**src/rtl/tpg_timing_ctrl_pkg.sv**
```systemverilog
// Shared constants and types for the TPG timing-configuration controller.
package tpg_pkg;

    // Shadow register map (cfg_addr values)
    localparam logic [3:0] A_HS_START   = 4'd0;
    localparam logic [3:0] A_HS_END     = 4'd1;
    localparam logic [3:0] A_HACT_START = 4'd2;
    localparam logic [3:0] A_HACT_END   = 4'd3;
    localparam logic [3:0] A_H_END      = 4'd4;
    localparam logic [3:0] A_VS_START   = 4'd5;
    localparam logic [3:0] A_VS_END     = 4'd6;
    localparam logic [3:0] A_VACT_START = 4'd7;
    localparam logic [3:0] A_VACT_END   = 4'd8;
    localparam logic [3:0] A_V_END      = 4'd9;
    localparam logic [3:0] N_REGS       = 4'd10;

    // Index of each field inside a 5-entry horizontal or vertical group
    localparam int unsigned I_SYNC_START = 0;
    localparam int unsigned I_SYNC_END   = 1;
    localparam int unsigned I_ACT_START  = 2;
    localparam int unsigned I_ACT_END    = 3;
    localparam int unsigned I_TOTAL_END  = 4;

    typedef enum logic [2:0] {
        ST_IDLE     = 3'd0,
        ST_CHECK    = 3'd1,
        ST_PEND     = 3'd2,
        ST_RUN      = 3'd3,
        ST_STOPPING = 3'd4
    } state_e;

endpackage

```
**src/rtl/tpg_timing_ctrl_if.sv**
```systemverilog
// Configuration port between the CPU/register side and the timing controller.
interface tpg_timing_ctrl_if #(
    parameter int DW = 16
);
    logic          cfg_wr;
    logic [3:0]    cfg_addr;
    logic [DW-1:0] cfg_wdata;
    logic          cfg_commit;
    logic          cfg_stop;
    logic          cfg_busy;
    logic          commit_done;
    logic          cfg_err;

    modport master (
        output cfg_wr, cfg_addr, cfg_wdata, cfg_commit, cfg_stop,
        input  cfg_busy, commit_done, cfg_err
    );

    modport slave (
        input  cfg_wr, cfg_addr, cfg_wdata, cfg_commit, cfg_stop,
        output cfg_busy, commit_done, cfg_err
    );
endinterface

```
**src/rtl/tpg_timing_regs.sv**
```systemverilog
// Shadow timing bank: address decode, write rejection and set validity check.
module tpg_timing_regs
    import tpg_pkg::*;
#(
    parameter int H_BITS = 12,
    parameter int V_BITS = 12,
    parameter int DW     = 16
) (
    input  logic                     clk,
    input  logic                     rst_n,
    input  logic                     wr_i,
    input  logic                     busy_i,
    input  logic [3:0]               addr_i,
    input  logic [DW-1:0]            wdata_i,
    output logic                     wr_err_o,
    output logic                     valid_o,
    output logic [4:0][H_BITS-1:0]   h_o,
    output logic [4:0][V_BITS-1:0]   v_o
);

    logic [4:0][H_BITS-1:0] h_q, h_d;
    logic [4:0][V_BITS-1:0] v_q, v_d;
    logic                   wr_ok_s;
    logic [H_BITS-1:0]      wh_s;
    logic [V_BITS-1:0]      wv_s;

    assign wr_ok_s  = wr_i && !busy_i && (addr_i < N_REGS);
    assign wr_err_o = wr_i && !wr_ok_s;
    assign wh_s     = H_BITS'(wdata_i);
    assign wv_s     = V_BITS'(wdata_i);

    // Decode an accepted write into the matching shadow field
    always_comb begin
        h_d = h_q;
        v_d = v_q;
        if (wr_ok_s) begin
            case (addr_i)
                A_HS_START:   h_d[I_SYNC_START] = wh_s;
                A_HS_END:     h_d[I_SYNC_END]   = wh_s;
                A_HACT_START: h_d[I_ACT_START]  = wh_s;
                A_HACT_END:   h_d[I_ACT_END]    = wh_s;
                A_H_END:      h_d[I_TOTAL_END]  = wh_s;
                A_VS_START:   v_d[I_SYNC_START] = wv_s;
                A_VS_END:     v_d[I_SYNC_END]   = wv_s;
                A_VACT_START: v_d[I_ACT_START]  = wv_s;
                A_VACT_END:   v_d[I_ACT_END]    = wv_s;
                A_V_END:      v_d[I_TOTAL_END]  = wv_s;
                default: begin
                    h_d = h_q;
                    v_d = v_q;
                end
            endcase
        end else begin
            h_d = h_q;
            v_d = v_q;
        end
    end

    // Shadow register storage
    always_ff @(posedge clk or negedge rst_n) begin
        if (!rst_n) begin
            h_q <= '0;
            v_q <= '0;
        end else begin
            h_q <= h_d;
            v_q <= v_d;
        end
    end

    // A set is usable only with non-degenerate totals and active regions inside them
    assign valid_o = (h_q[I_TOTAL_END] >= H_BITS'(2)) &&
                     (v_q[I_TOTAL_END] >= V_BITS'(2)) &&
                     (h_q[I_ACT_END] <= h_q[I_TOTAL_END]) &&
                     (v_q[I_ACT_END] <= v_q[I_TOTAL_END]);

    assign h_o = h_q;
    assign v_o = v_q;

endmodule

```
**src/rtl/tpg_timing_ctrl.sv**
```systemverilog
// Timing-configuration controller: commit FSM, active timing set, enable and frame counter.
module tpg_timing_ctrl
    import tpg_pkg::*;
#(
    parameter int H_BITS = 12,
    parameter int V_BITS = 12,
    parameter int DW     = 16
) (
    input  logic              clk,
    input  logic              rst_n,
    tpg_timing_ctrl_if.slave  cfg,
    input  logic              vs_in,
    output logic              tpg_en,
    output logic [H_BITS-1:0] tHS_START,
    output logic [H_BITS-1:0] tHS_END,
    output logic [H_BITS-1:0] tHACT_START,
    output logic [H_BITS-1:0] tHACT_END,
    output logic [H_BITS-1:0] tH_END,
    output logic [V_BITS-1:0] tVS_START,
    output logic [V_BITS-1:0] tVS_END,
    output logic [V_BITS-1:0] tVACT_START,
    output logic [V_BITS-1:0] tVACT_END,
    output logic [V_BITS-1:0] tV_END,
    output logic [15:0]       frame_cnt
);

    state_e                 state_q, state_d;
    logic                   from_run_q, from_run_d;
    logic                   vs_d_q;
    logic                   tpg_en_q, tpg_en_d;
    logic [15:0]            frame_cnt_q, frame_cnt_d;
    logic                   commit_done_q, commit_done_d;
    logic                   cfg_err_q, cfg_err_d;
    logic                   busy_q, busy_d;
    logic [4:0][H_BITS-1:0] act_h_q, act_h_d;
    logic [4:0][V_BITS-1:0] act_v_q, act_v_d;

    logic                   vs_rise_s;
    logic                   wr_err_s;
    logic                   valid_s;
    logic [4:0][H_BITS-1:0] sh_h_s;
    logic [4:0][V_BITS-1:0] sh_v_s;

    tpg_timing_regs #(
        .H_BITS (H_BITS),
        .V_BITS (V_BITS),
        .DW     (DW)
    ) u_regs (
        .clk      (clk),
        .rst_n    (rst_n),
        .wr_i     (cfg.cfg_wr),
        .busy_i   (busy_q),
        .addr_i   (cfg.cfg_addr),
        .wdata_i  (cfg.cfg_wdata),
        .wr_err_o (wr_err_s),
        .valid_o  (valid_s),
        .h_o      (sh_h_s),
        .v_o      (sh_v_s)
    );

    assign vs_rise_s = vs_in & ~vs_d_q;

    // Next-state, active-set load and pulse generation
    always_comb begin
        state_d       = state_q;
        from_run_d    = from_run_q;
        tpg_en_d      = tpg_en_q;
        act_h_d       = act_h_q;
        act_v_d       = act_v_q;
        commit_done_d = 1'b0;
        cfg_err_d     = wr_err_s;
        if (vs_rise_s && tpg_en_q) begin
            frame_cnt_d = frame_cnt_q + 16'd1;
        end else begin
            frame_cnt_d = frame_cnt_q;
        end
        case (state_q)
            ST_IDLE: begin
                // A stop request has nothing to stop here, so only commit matters
                if (cfg.cfg_commit) begin
                    state_d    = ST_CHECK;
                    from_run_d = 1'b0;
                end else begin
                    state_d = ST_IDLE;
                end
            end
            ST_CHECK: begin
                if (!valid_s) begin
                    cfg_err_d = 1'b1;
                    state_d   = from_run_q ? ST_RUN : ST_IDLE;
                end else if (from_run_q) begin
                    state_d = ST_PEND;
                end else begin
                    act_h_d       = sh_h_s;
                    act_v_d       = sh_v_s;
                    commit_done_d = 1'b1;
                    tpg_en_d      = 1'b1;
                    frame_cnt_d   = 16'd0;
                    state_d       = ST_RUN;
                end
            end
            ST_RUN: begin
                // Stop has priority; a simultaneous commit is dropped
                if (cfg.cfg_stop) begin
                    state_d = ST_STOPPING;
                end else if (cfg.cfg_commit) begin
                    state_d    = ST_CHECK;
                    from_run_d = 1'b1;
                end else begin
                    state_d = ST_RUN;
                end
            end
            ST_PEND: begin
                if (vs_rise_s) begin
                    act_h_d       = sh_h_s;
                    act_v_d       = sh_v_s;
                    commit_done_d = 1'b1;
                    state_d       = ST_RUN;
                end else begin
                    state_d = ST_PEND;
                end
            end
            ST_STOPPING: begin
                if (vs_rise_s) begin
                    tpg_en_d = 1'b0;
                    state_d  = ST_IDLE;
                end else begin
                    state_d = ST_STOPPING;
                end
            end
            default: begin
                state_d  = ST_IDLE;
                tpg_en_d = 1'b0;
            end
        endcase
        busy_d = (state_d == ST_CHECK) || (state_d == ST_PEND) || (state_d == ST_STOPPING);
    end

    // Controller state and registered outputs
    always_ff @(posedge clk or negedge rst_n) begin
        if (!rst_n) begin
            state_q       <= ST_IDLE;
            from_run_q    <= 1'b0;
            vs_d_q        <= 1'b0;
            tpg_en_q      <= 1'b0;
            frame_cnt_q   <= 16'd0;
            commit_done_q <= 1'b0;
            cfg_err_q     <= 1'b0;
            busy_q        <= 1'b0;
            act_h_q       <= '0;
            act_v_q       <= '0;
        end else begin
            state_q       <= state_d;
            from_run_q    <= from_run_d;
            vs_d_q        <= vs_in;
            tpg_en_q      <= tpg_en_d;
            frame_cnt_q   <= frame_cnt_d;
            commit_done_q <= commit_done_d;
            cfg_err_q     <= cfg_err_d;
            busy_q        <= busy_d;
            act_h_q       <= act_h_d;
            act_v_q       <= act_v_d;
        end
    end

    assign cfg.cfg_busy    = busy_q;
    assign cfg.commit_done = commit_done_q;
    assign cfg.cfg_err     = cfg_err_q;
    assign tpg_en          = tpg_en_q;
    assign frame_cnt       = frame_cnt_q;
    assign tHS_START       = act_h_q[I_SYNC_START];
    assign tHS_END         = act_h_q[I_SYNC_END];
    assign tHACT_START     = act_h_q[I_ACT_START];
    assign tHACT_END       = act_h_q[I_ACT_END];
    assign tH_END          = act_h_q[I_TOTAL_END];
    assign tVS_START       = act_v_q[I_SYNC_START];
    assign tVS_END         = act_v_q[I_SYNC_END];
    assign tVACT_START     = act_v_q[I_ACT_START];
    assign tVACT_END       = act_v_q[I_ACT_END];
    assign tV_END          = act_v_q[I_TOTAL_END];

endmodule

```
**src/flat_wrapper.sv**
```systemverilog
// flat-port wrapper written by rule: the top's interface ports become plain ports
module tpg_timing_ctrl_flat import tpg_pkg::*;
#(
    parameter int H_BITS = 12,
    parameter int V_BITS = 12,
    parameter int DW     = 16
)
  (clk, rst_n, vs_in, tpg_en, tHS_START, tHS_END, tHACT_START, tHACT_END, tH_END, tVS_START, tVS_END, tVACT_START, tVACT_END, tV_END, frame_cnt, cfg_cfg_wr, cfg_cfg_addr, cfg_cfg_wdata, cfg_cfg_commit, cfg_cfg_stop, cfg_cfg_busy, cfg_commit_done, cfg_cfg_err);
  tpg_timing_ctrl_if #(.DW(DW)) cfg_i ();
  input  logic clk;
  input  logic rst_n;
  input  logic vs_in;
  output logic tpg_en;
  output logic [H_BITS-1:0] tHS_START;
  output logic [H_BITS-1:0] tHS_END;
  output logic [H_BITS-1:0] tHACT_START;
  output logic [H_BITS-1:0] tHACT_END;
  output logic [H_BITS-1:0] tH_END;
  output logic [V_BITS-1:0] tVS_START;
  output logic [V_BITS-1:0] tVS_END;
  output logic [V_BITS-1:0] tVACT_START;
  output logic [V_BITS-1:0] tVACT_END;
  output logic [V_BITS-1:0] tV_END;
  output logic [15:0] frame_cnt;
  input wire logic [$bits(cfg_i.cfg_wr)-1:0] cfg_cfg_wr;
  input wire logic [$bits(cfg_i.cfg_addr)-1:0] cfg_cfg_addr;
  input wire logic [$bits(cfg_i.cfg_wdata)-1:0] cfg_cfg_wdata;
  input wire logic [$bits(cfg_i.cfg_commit)-1:0] cfg_cfg_commit;
  input wire logic [$bits(cfg_i.cfg_stop)-1:0] cfg_cfg_stop;
  output wire logic [$bits(cfg_i.cfg_busy)-1:0] cfg_cfg_busy;
  output wire logic [$bits(cfg_i.commit_done)-1:0] cfg_commit_done;
  output wire logic [$bits(cfg_i.cfg_err)-1:0] cfg_cfg_err;
  assign cfg_i.cfg_wr = cfg_cfg_wr;
  assign cfg_i.cfg_addr = cfg_cfg_addr;
  assign cfg_i.cfg_wdata = cfg_cfg_wdata;
  assign cfg_i.cfg_commit = cfg_cfg_commit;
  assign cfg_i.cfg_stop = cfg_cfg_stop;
  assign cfg_cfg_busy = cfg_i.cfg_busy;
  assign cfg_commit_done = cfg_i.commit_done;
  assign cfg_cfg_err = cfg_i.cfg_err;
  tpg_timing_ctrl #(.H_BITS(H_BITS), .V_BITS(V_BITS), .DW(DW)) u_core (.clk(clk), .rst_n(rst_n), .cfg(cfg_i), .vs_in(vs_in), .tpg_en(tpg_en), .tHS_START(tHS_START), .tHS_END(tHS_END), .tHACT_START(tHACT_START), .tHACT_END(tHACT_END), .tH_END(tH_END), .tVS_START(tVS_START), .tVS_END(tVS_END), .tVACT_START(tVACT_START), .tVACT_END(tVACT_END), .tV_END(tV_END), .frame_cnt(frame_cnt));
endmodule
```
**config.mk**
```make
export PLATFORM = sky130hd
export DESIGN_NAME = tpg_timing_ctrl_flat
export DESIGN_NICKNAME = d
export VERILOG_FILES = /design/src/rtl/tpg_timing_ctrl_pkg.sv /design/src/rtl/tpg_timing_ctrl_if.sv /design/src/rtl/tpg_timing_regs.sv /design/src/rtl/tpg_timing_ctrl.sv /design/src/flat_wrapper.sv
export SDC_FILE = /design/constraint.sdc
export NUM_CORES = 1
export LEC_CHECK = 0
export BUFFER_PORTS_ARGS = -buffer_cell sky130_fd_sc_hd__buf_2
export CORE_ASPECT_RATIO = 0.5
export CORE_MARGIN = 3
export CORE_UTILIZATION = 55
export DETAILED_ROUTE_END_ITERATION = 6
export GPL_ROUTABILITY_DRIVEN = 0
export PLACE_DENSITY = 0.83
export SYNTH_ARGS = -nofsm -noshare
export SYNTH_HDL_FRONTEND = slang
export SYNTH_SLANG_ARGS = --single-unit
```
**constraint.sdc**
```tcl
create_clock -name clk -period 6.3 [get_ports clk]
set_clock_uncertainty 0.05 [all_clocks]
set_input_delay 0.63 -clock clk [delete_from_list [all_inputs] [get_ports clk]]
set_output_delay 0.63 -clock clk [all_outputs]
set_load 0.03 [all_outputs]
```
### Yosys cells after proc, flatten, opt, wreduce, memory -nomap -nowiden

Cells that the tools add are included.

| storage, ports and cells | value |
|---|---|
| bits in registers | 265 |
| latch bits | 0 |
| bits in writable memories | 0 |
| bits in read-only memories | 0 |
| input bits | 26 |
| output and inout bits | 140 |
| logic and storage cells | 124 |
| memories | 0 |

| cells by class | value |
|---|---|
| add/subtract/negate cells | 1 |
| multipliers | 0 |
| div/mod/pow operators | 0 |
| order comparisons | 5 |
| equal/unequal tests | 23 |
| shifts and indexed selects | 0 |
| mux-type cells | 35 |
| bitwise operators | 3 |
| reductions and logical operators | 29 |

Operators with widths:

| cell | count |
|---|---|
| 60-bit two-way mux | 6 |
| 60-bit case mux with 2 select lines | 2 |
| 16-bit two-way mux | 4 |
| 12-bit by 2-bit greater-or-equal comparator with 1-bit output, second input constant | 2 |
| 12-bit less-or-equal comparator | 2 |
| 2-bit AND reduction | 10 |
| 16-bit by 1-bit adder with 16-bit output, second input constant | 1 |
| 4-bit by 3-bit == test with 1-bit output, second input constant | 4 |
| 3-bit case mux with 5 select lines | 1 |
| 1-bit two-way mux | 14 |
| 4-bit AND reduction | 3 |
| 3-bit by 2-bit == test with 1-bit output, second input constant | 3 |
| 3-bit two-way mux | 3 |
| 4-bit by 2-bit == test with 1-bit output, second input constant | 2 |
| 4-bit == test, second input constant | 2 |
| 2-bit != test, second input constant | 4 |
| 1-bit logical AND | 7 |
| 3-bit by 1-bit == test with 1-bit output, second input constant | 2 |
| 3-bit == test, second input constant | 2 |
| 2-bit by 1-bit != test with 1-bit output, second input constant | 3 |
| 4-bit by 1-bit == test with 1-bit output, second input constant | 1 |
| 4-bit zero test | 1 |
| 4-bit less-than comparator, second input constant | 1 |
| 2-bit two-way mux | 2 |
| 9 further kinds | 14 |

### Depth between registers and ports, before layout

| depth | value |
|---|---|
| depth in word-level cells | 9 |
| depth in mapped cells | 15 |
| gate-level depth less buffers | 14 |

### Cells and area by module

A second synthesis with hierarchy kept.

| unflattened totals | value |
|---|---|
| cell total of the unflattened synthesis | 757 |
| area total of the unflattened synthesis | 11001.8 µm² |

Modules (own cells, without submodules):

| module | instances | cells an instance | area each (µm²) | sequential area each (µm²) |
|---|---|---|---|---|
| tpg_timing_ctrl | 1 | 385 | 5724.2 | 3628.5 |
| tpg_timing_regs | 1 | 372 | 5277.6 | 3002.9 |

### Worst setup path after synthesis

No wires, ideal clock.

| timing | value |
|---|---|
| kind | flip-flop to flip-flop |
| from | register u_core.u_regs.v_q, in the netlist u_core.u_regs.v_o[49] |
| to | register u_core.busy_q (netlist: u_core.cfg.cfg_busy) |
| setup time | 77 ps |
| arrival | 2554 ps |
| required time | 6173 ps |
| setup slack | 3619 ps |
| stages on the path, launching flop included | 16 |
| buffers on the path | 1 |
| clock period less this slack | 2681 ps |
| path through | dfrtp_1 > inv_1 > ha_1 > nor2b_1 > o211ai_1 > a21oi_1 > o41ai_4 > buf_2 > nand3_1 > inv_2 > ha_1 > mux2i_1 > o21ai_0 > o21ai_1 > nor3_1 > a21oi_1 |

| on the way | value |
|---|---|
| word-level cells in the longest chain between the ends | 9 |
| elaborated cells between the ends (all ways) | 12 |
| those cells by class | 2 x order compare; 3 x eq/ne; 2 x mux; 5 x reduce/logical |

Ends and longest elaborated chain:

| what | RTL line | source |
|---|---|---|
| from (decl) | tpg_timing_regs.sv:22 | `logic [4:0][V_BITS-1:0] v_q, v_d;` |
| from (signal assigned) | tpg_timing_regs.sv:66 | `v_q <= v_d;` |
| 12-bit by 2-bit greater-or-equal comparator with 1-bit output | tpg_timing_regs.sv:72 | `(v_q[I_TOTAL_END] >= V_BITS'(2)) &&` |
| 1-bit logical AND | tpg_timing_regs.sv:71 | `assign valid_o = (h_q[I_TOTAL_END] >= H_BITS'(2)) &&` |
| 1-bit logical AND | tpg_timing_regs.sv:72 |  |
| 1-bit logical AND * | tpg_timing_regs.sv:73 | `(h_q[I_ACT_END] <= h_q[I_TOTAL_END]) &&` |
| 3-bit two-way mux * | tpg_timing_ctrl.sv:88 | `if (!valid_s) begin` |
| 3-bit case mux with 5 select lines * | tpg_timing_ctrl.sv:77 | `case (state_q)` |
| net u_core.state_d[0] | tpg_timing_ctrl.sv:27 | `state_e state_q, state_d;` |
| 3-bit by 1-bit == test with 1-bit output or 3-bit by 2-bit == test with 1-bit output (tied branches) | tpg_timing_ctrl.sv:136 | `busy_d = (state_d == ST_CHECK) \|\| (state_d == ST_PEND) \|\| (state_d == ST_STOPPING);` |
| 1-bit logical OR | tpg_timing_ctrl.sv:136 |  |
| 1-bit logical OR * | tpg_timing_ctrl.sv:136 |  |
| net u_core.busy_d | tpg_timing_ctrl.sv:34 | `logic busy_q, busy_d;` |
| to (signal assigned) | tpg_timing_ctrl.sv:160 | `busy_q <= busy_d;` |
| to (decl) | tpg_timing_ctrl.sv:34 |  |

Mark *: on every way through the listed nets, which the timed path passes. The rest lies on a longest branch.
A chain may end at the register's enable or synchronous reset.

### Worst setup path in the final report

| timing | value |
|---|---|
| from | register u_core.u_regs.v_q, in the netlist u_core.u_regs.v_o[56] |
| to | register u_core.act_h_q, in the netlist u_core.tHACT_START[10] |

| on the way | value |
|---|---|
| word-level cells in the longest chain between the ends | 6 |
| elaborated cells between the ends (all ways) | 7 |
| those cells by class | 2 x order compare; 1 x eq/ne; 4 x reduce/logical |

Ends and longest elaborated chain:

| what | RTL line | source |
|---|---|---|
| 12-bit by 2-bit greater-or-equal comparator with 1-bit output | tpg_timing_regs.sv:72 |  |
| 1-bit logical AND | tpg_timing_regs.sv:71 |  |
| 1-bit logical AND | tpg_timing_regs.sv:72 |  |
| 1-bit logical AND * | tpg_timing_regs.sv:73 |  |
| 2-bit by 1-bit != test with 1-bit output (no source line) * | n/a |  |
| 4-bit AND reduction (no source line) * | n/a |  |
| to (signal assigned) | tpg_timing_ctrl.sv:161 | `act_h_q <= act_h_d;` |
| to (decl) | tpg_timing_ctrl.sv:35 | `logic [4:0][H_BITS-1:0] act_h_q, act_h_d;` |

Mark *: on every way between the ends. The rest lies on a longest branch, timed or not.

==> metrics.txt <==
WL per Instance 21.9 um; Post-CTS Hold Buffers 0; top-area cell type share of the netlist area 50.4%; dpl cell area roughly 14000 um2; crit-path max cell delay 1.15 ns; Mapped Nets 1377; most frequent cell after synthesis nand2_1; Detailed Route Iter0 Violations 1322; area grow syn2layout 12.7%; core area about 23000 um2; Vias 11200; power share of the combinational group 45.8%; die area ~26000 um2; Sw Pwr 3770 uW; CTS max path bufs 3; Syn. warnings 0; final setup vio count 0; Peak Freq approximately 210 MHz; share of layout cells above drive strength 1 23.5%; largest net degree at the start of global routing around 110; Reg clk slew, reported paths 0.07 ns; cell row count 39; Setup TNS 0 ns; Crit path required time 6.62 ns; Synth area leader dfrtp_1; cell area after layout 14800 um2; crit path DAT 5.09 ns; cells after synthesis between 1000 and 1500; Layout Nets 1445; max_slew headroom about 23%; status finished, final reports clean; number of flops mapped to enable cells by yosys 0; clock power share 20.1%; first-pass GRT wire length roughly 59000 um; # resized after CTS 0; switch share 45.7%; sequential share of power 34.1%; Synth top cells by count nand2_1 (267), dfrtp_1 (265), nand4_1 (128); drt via density 6.54; I/O pin cnt 166; Final Hold Vio Count 0; FFs w/ async S/R, synth 100%; Primary FF master, synth dfrtp_1; ANT nets after route 0; Post-Syn Area 13200 um2; Yosys reg bits ~270; final worst path period share 75.6%; Setup crit start kind flip-flop; Tmin final 4.76 ns; Max stage delay cell, worst path and4_4; leading cell types by total area after synthesis dfrtp_1 (50%), mux2_2 (9.0%), nand2_1 (7.6%); Clock Sink Count 265; max-slew violation count 0; Worst VDD drop 426 uV; Hold Crit Class input port to async pin; crit path kind flip-flop to flip-flop; H-tree Lvls 1; PD cells approximately 560 nW/um2; drt total wl 37600 um; Setup WS post-layout 1.54 ns; Avg Cell Area, Syn 9.93 um2; worst-path cell chain nor4_1, nand2_1, nor4_1, a31oi_4, buf_4, and4_4, buf_4, o211ai_1; antenna violations before repair 1; Leak Pwr 0.00705 uW; Seq/Total Area, Yosys roughly half; Buffers on Ports 161; Root Driver clkbuf_16; Crit. End Element flip-flop; CP max FO 91; final core occ 64.1%; Max Cap Violations 0; Place WS 1.82 ns; First-pass DRT Iterations 6; Pwr Total 8250 uW; drt drc 0; Int Pwr 4480 uW; RSZ-0062 raised after global routing no; synth unique cells 40; Die Height 115 um; Total GRT Usage 28.7%; gr ovfl total 0; Post CTS Setup Buffer Count 0; TritonCTS buffer count 24; Worst-Margin Slew about 1.2 ns; HPWL Detailed ~22000 um; vias in the first global route 11000; clock latency at the later pin of the worst-skew pair 0.52 ns; Die Width between 200 and 250 um; CTS tree done; Starting Density between 50% and 60%
==> layout make-up <==
cell class / count / area, um2
inverter: 27 / 101
antenna: 1 / 2.50
sequential: 265 / 6630
multi-input combinational: 900 / 5890
clock inverter: 14 / 225
timing repair buffer: 174 / 913
clock buffer: 30 / 674
fill: 1768 / 8300
tap: 307 / 384
==> sequential cells by signal, summed over array words and instances, names as in the netlist <==
register                flops
u_core.from_run_q           1
u_core.tVS_END             12
u_core.u_regs.h_o          60
u_core.state_q              3
u_core.frame_cnt           16
u_core.tVS_START           12
u_core.cfg.cfg_err          1
u_core.u_regs.v_o          60
u_core.tVACT_START         12
u_core.tH_END              12
u_core.cfg.commit_done      1
u_core.tHACT_START         12
u_core.tHS_START           12
u_core.tpg_en               1
u_core.tHACT_END           12
u_core.vs_d_q               1
u_core.cfg.cfg_busy         1
u_core.tHS_END             12
u_core.tVACT_END           12
u_core.tV_END              12
==> final timing paths <==
check | startpoint | endpoint | slack [ns] | cells past startpoint
min in group clk | vs_in | u_core.vs_d_q | 0.19 | 1
min reg2reg | u_core.u_regs.h_o[32] | u_core.tHACT_START[8] | 0.47 | 2
min | rst_n | u_core.frame_cnt[8] | 0.08 | 1
max in group asynchronous | rst_n | u_core.tHS_END[9] | 4.57 | 2
max reg2reg | u_core.u_regs.v_o[56] | u_core.tHACT_START[10] | 1.54 | 8
max | u_core.u_regs.v_o[56] | u_core.tHACT_START[10] | 1.54 | 8
==> logic make-up after synthesis <==
| group | Yosys count | synth area share (%) |
|---|---|---|
| xor+xnor | 15 | 0.999 |
| fa+ha+maj | 27 | 2.57 |
| mux | 121 | 10.3 |
| compound gates | 156 | 8.66 |
| buf+inv | 159 | 5.11 |
| simple gates | 581 | 21.9 |
| flops | 265 | 50.4 |
==> through the flow <==
stage,std cells,hold slack (ns)
2_1_floorplan,1324,0.284
3_5_place_dp,1673,0.450
4_1_cts,1717,0.144
3_3_place_gp,1673,0.423
6_report,1718,0.0788
5_1_grt,1717,0.143
==> routing by layer <==
layer / GRT usage (%) / wire [um] / up-vias / part of all wire, %
li1: - / - / 4901 / -
met1: 39.9 / 15900 / 5732 / 42
met2: 46.2 / 17600 / 507 / 47
met3: 4.72 / 2880 / 90 / 7.7
met4: 10.4 / 1190 / 2 / 3.2
met5: 0 / 13 / - / 0.035
==> critical path: cells and delay by family (launching register included) <==
family,cells,cell delay (ns)
flops,1,0.41
buf+inv,2,1.51
compound gates,2,1.09
simple gates,4,1.39
==> power by group through the flow <==
stage               logic [uW]  clock network (uW)  registers [uW]
finish                    3780                1660            2810
global route              4070                1740            2880
detailed placement        3690                   0            2810
floorplan                 2280                   0            3190
global placement          3570                   0            2770
CTS                       3730                1670            2790
==> layout by cell type (no fill, tap or decap), drive strengths merged, types with 4 or more instances in the layout <==
master / n
nand2: 267
dfrtp: 265
buf: 174
nand4: 128
o211ai: 124
mux2: 119
and3: 104
clkbuf: 30
nor3: 27
ha: 27
inv: 27
nor2: 26
a21oi: 12
o21ai: 12
xor2: 10
nor2b: 6
clkinv: 6
bufinv: 6
nand3: 6
nor4: 5
xnor2: 5
nand2b: 4
Power figures use the tool's default switching activity.
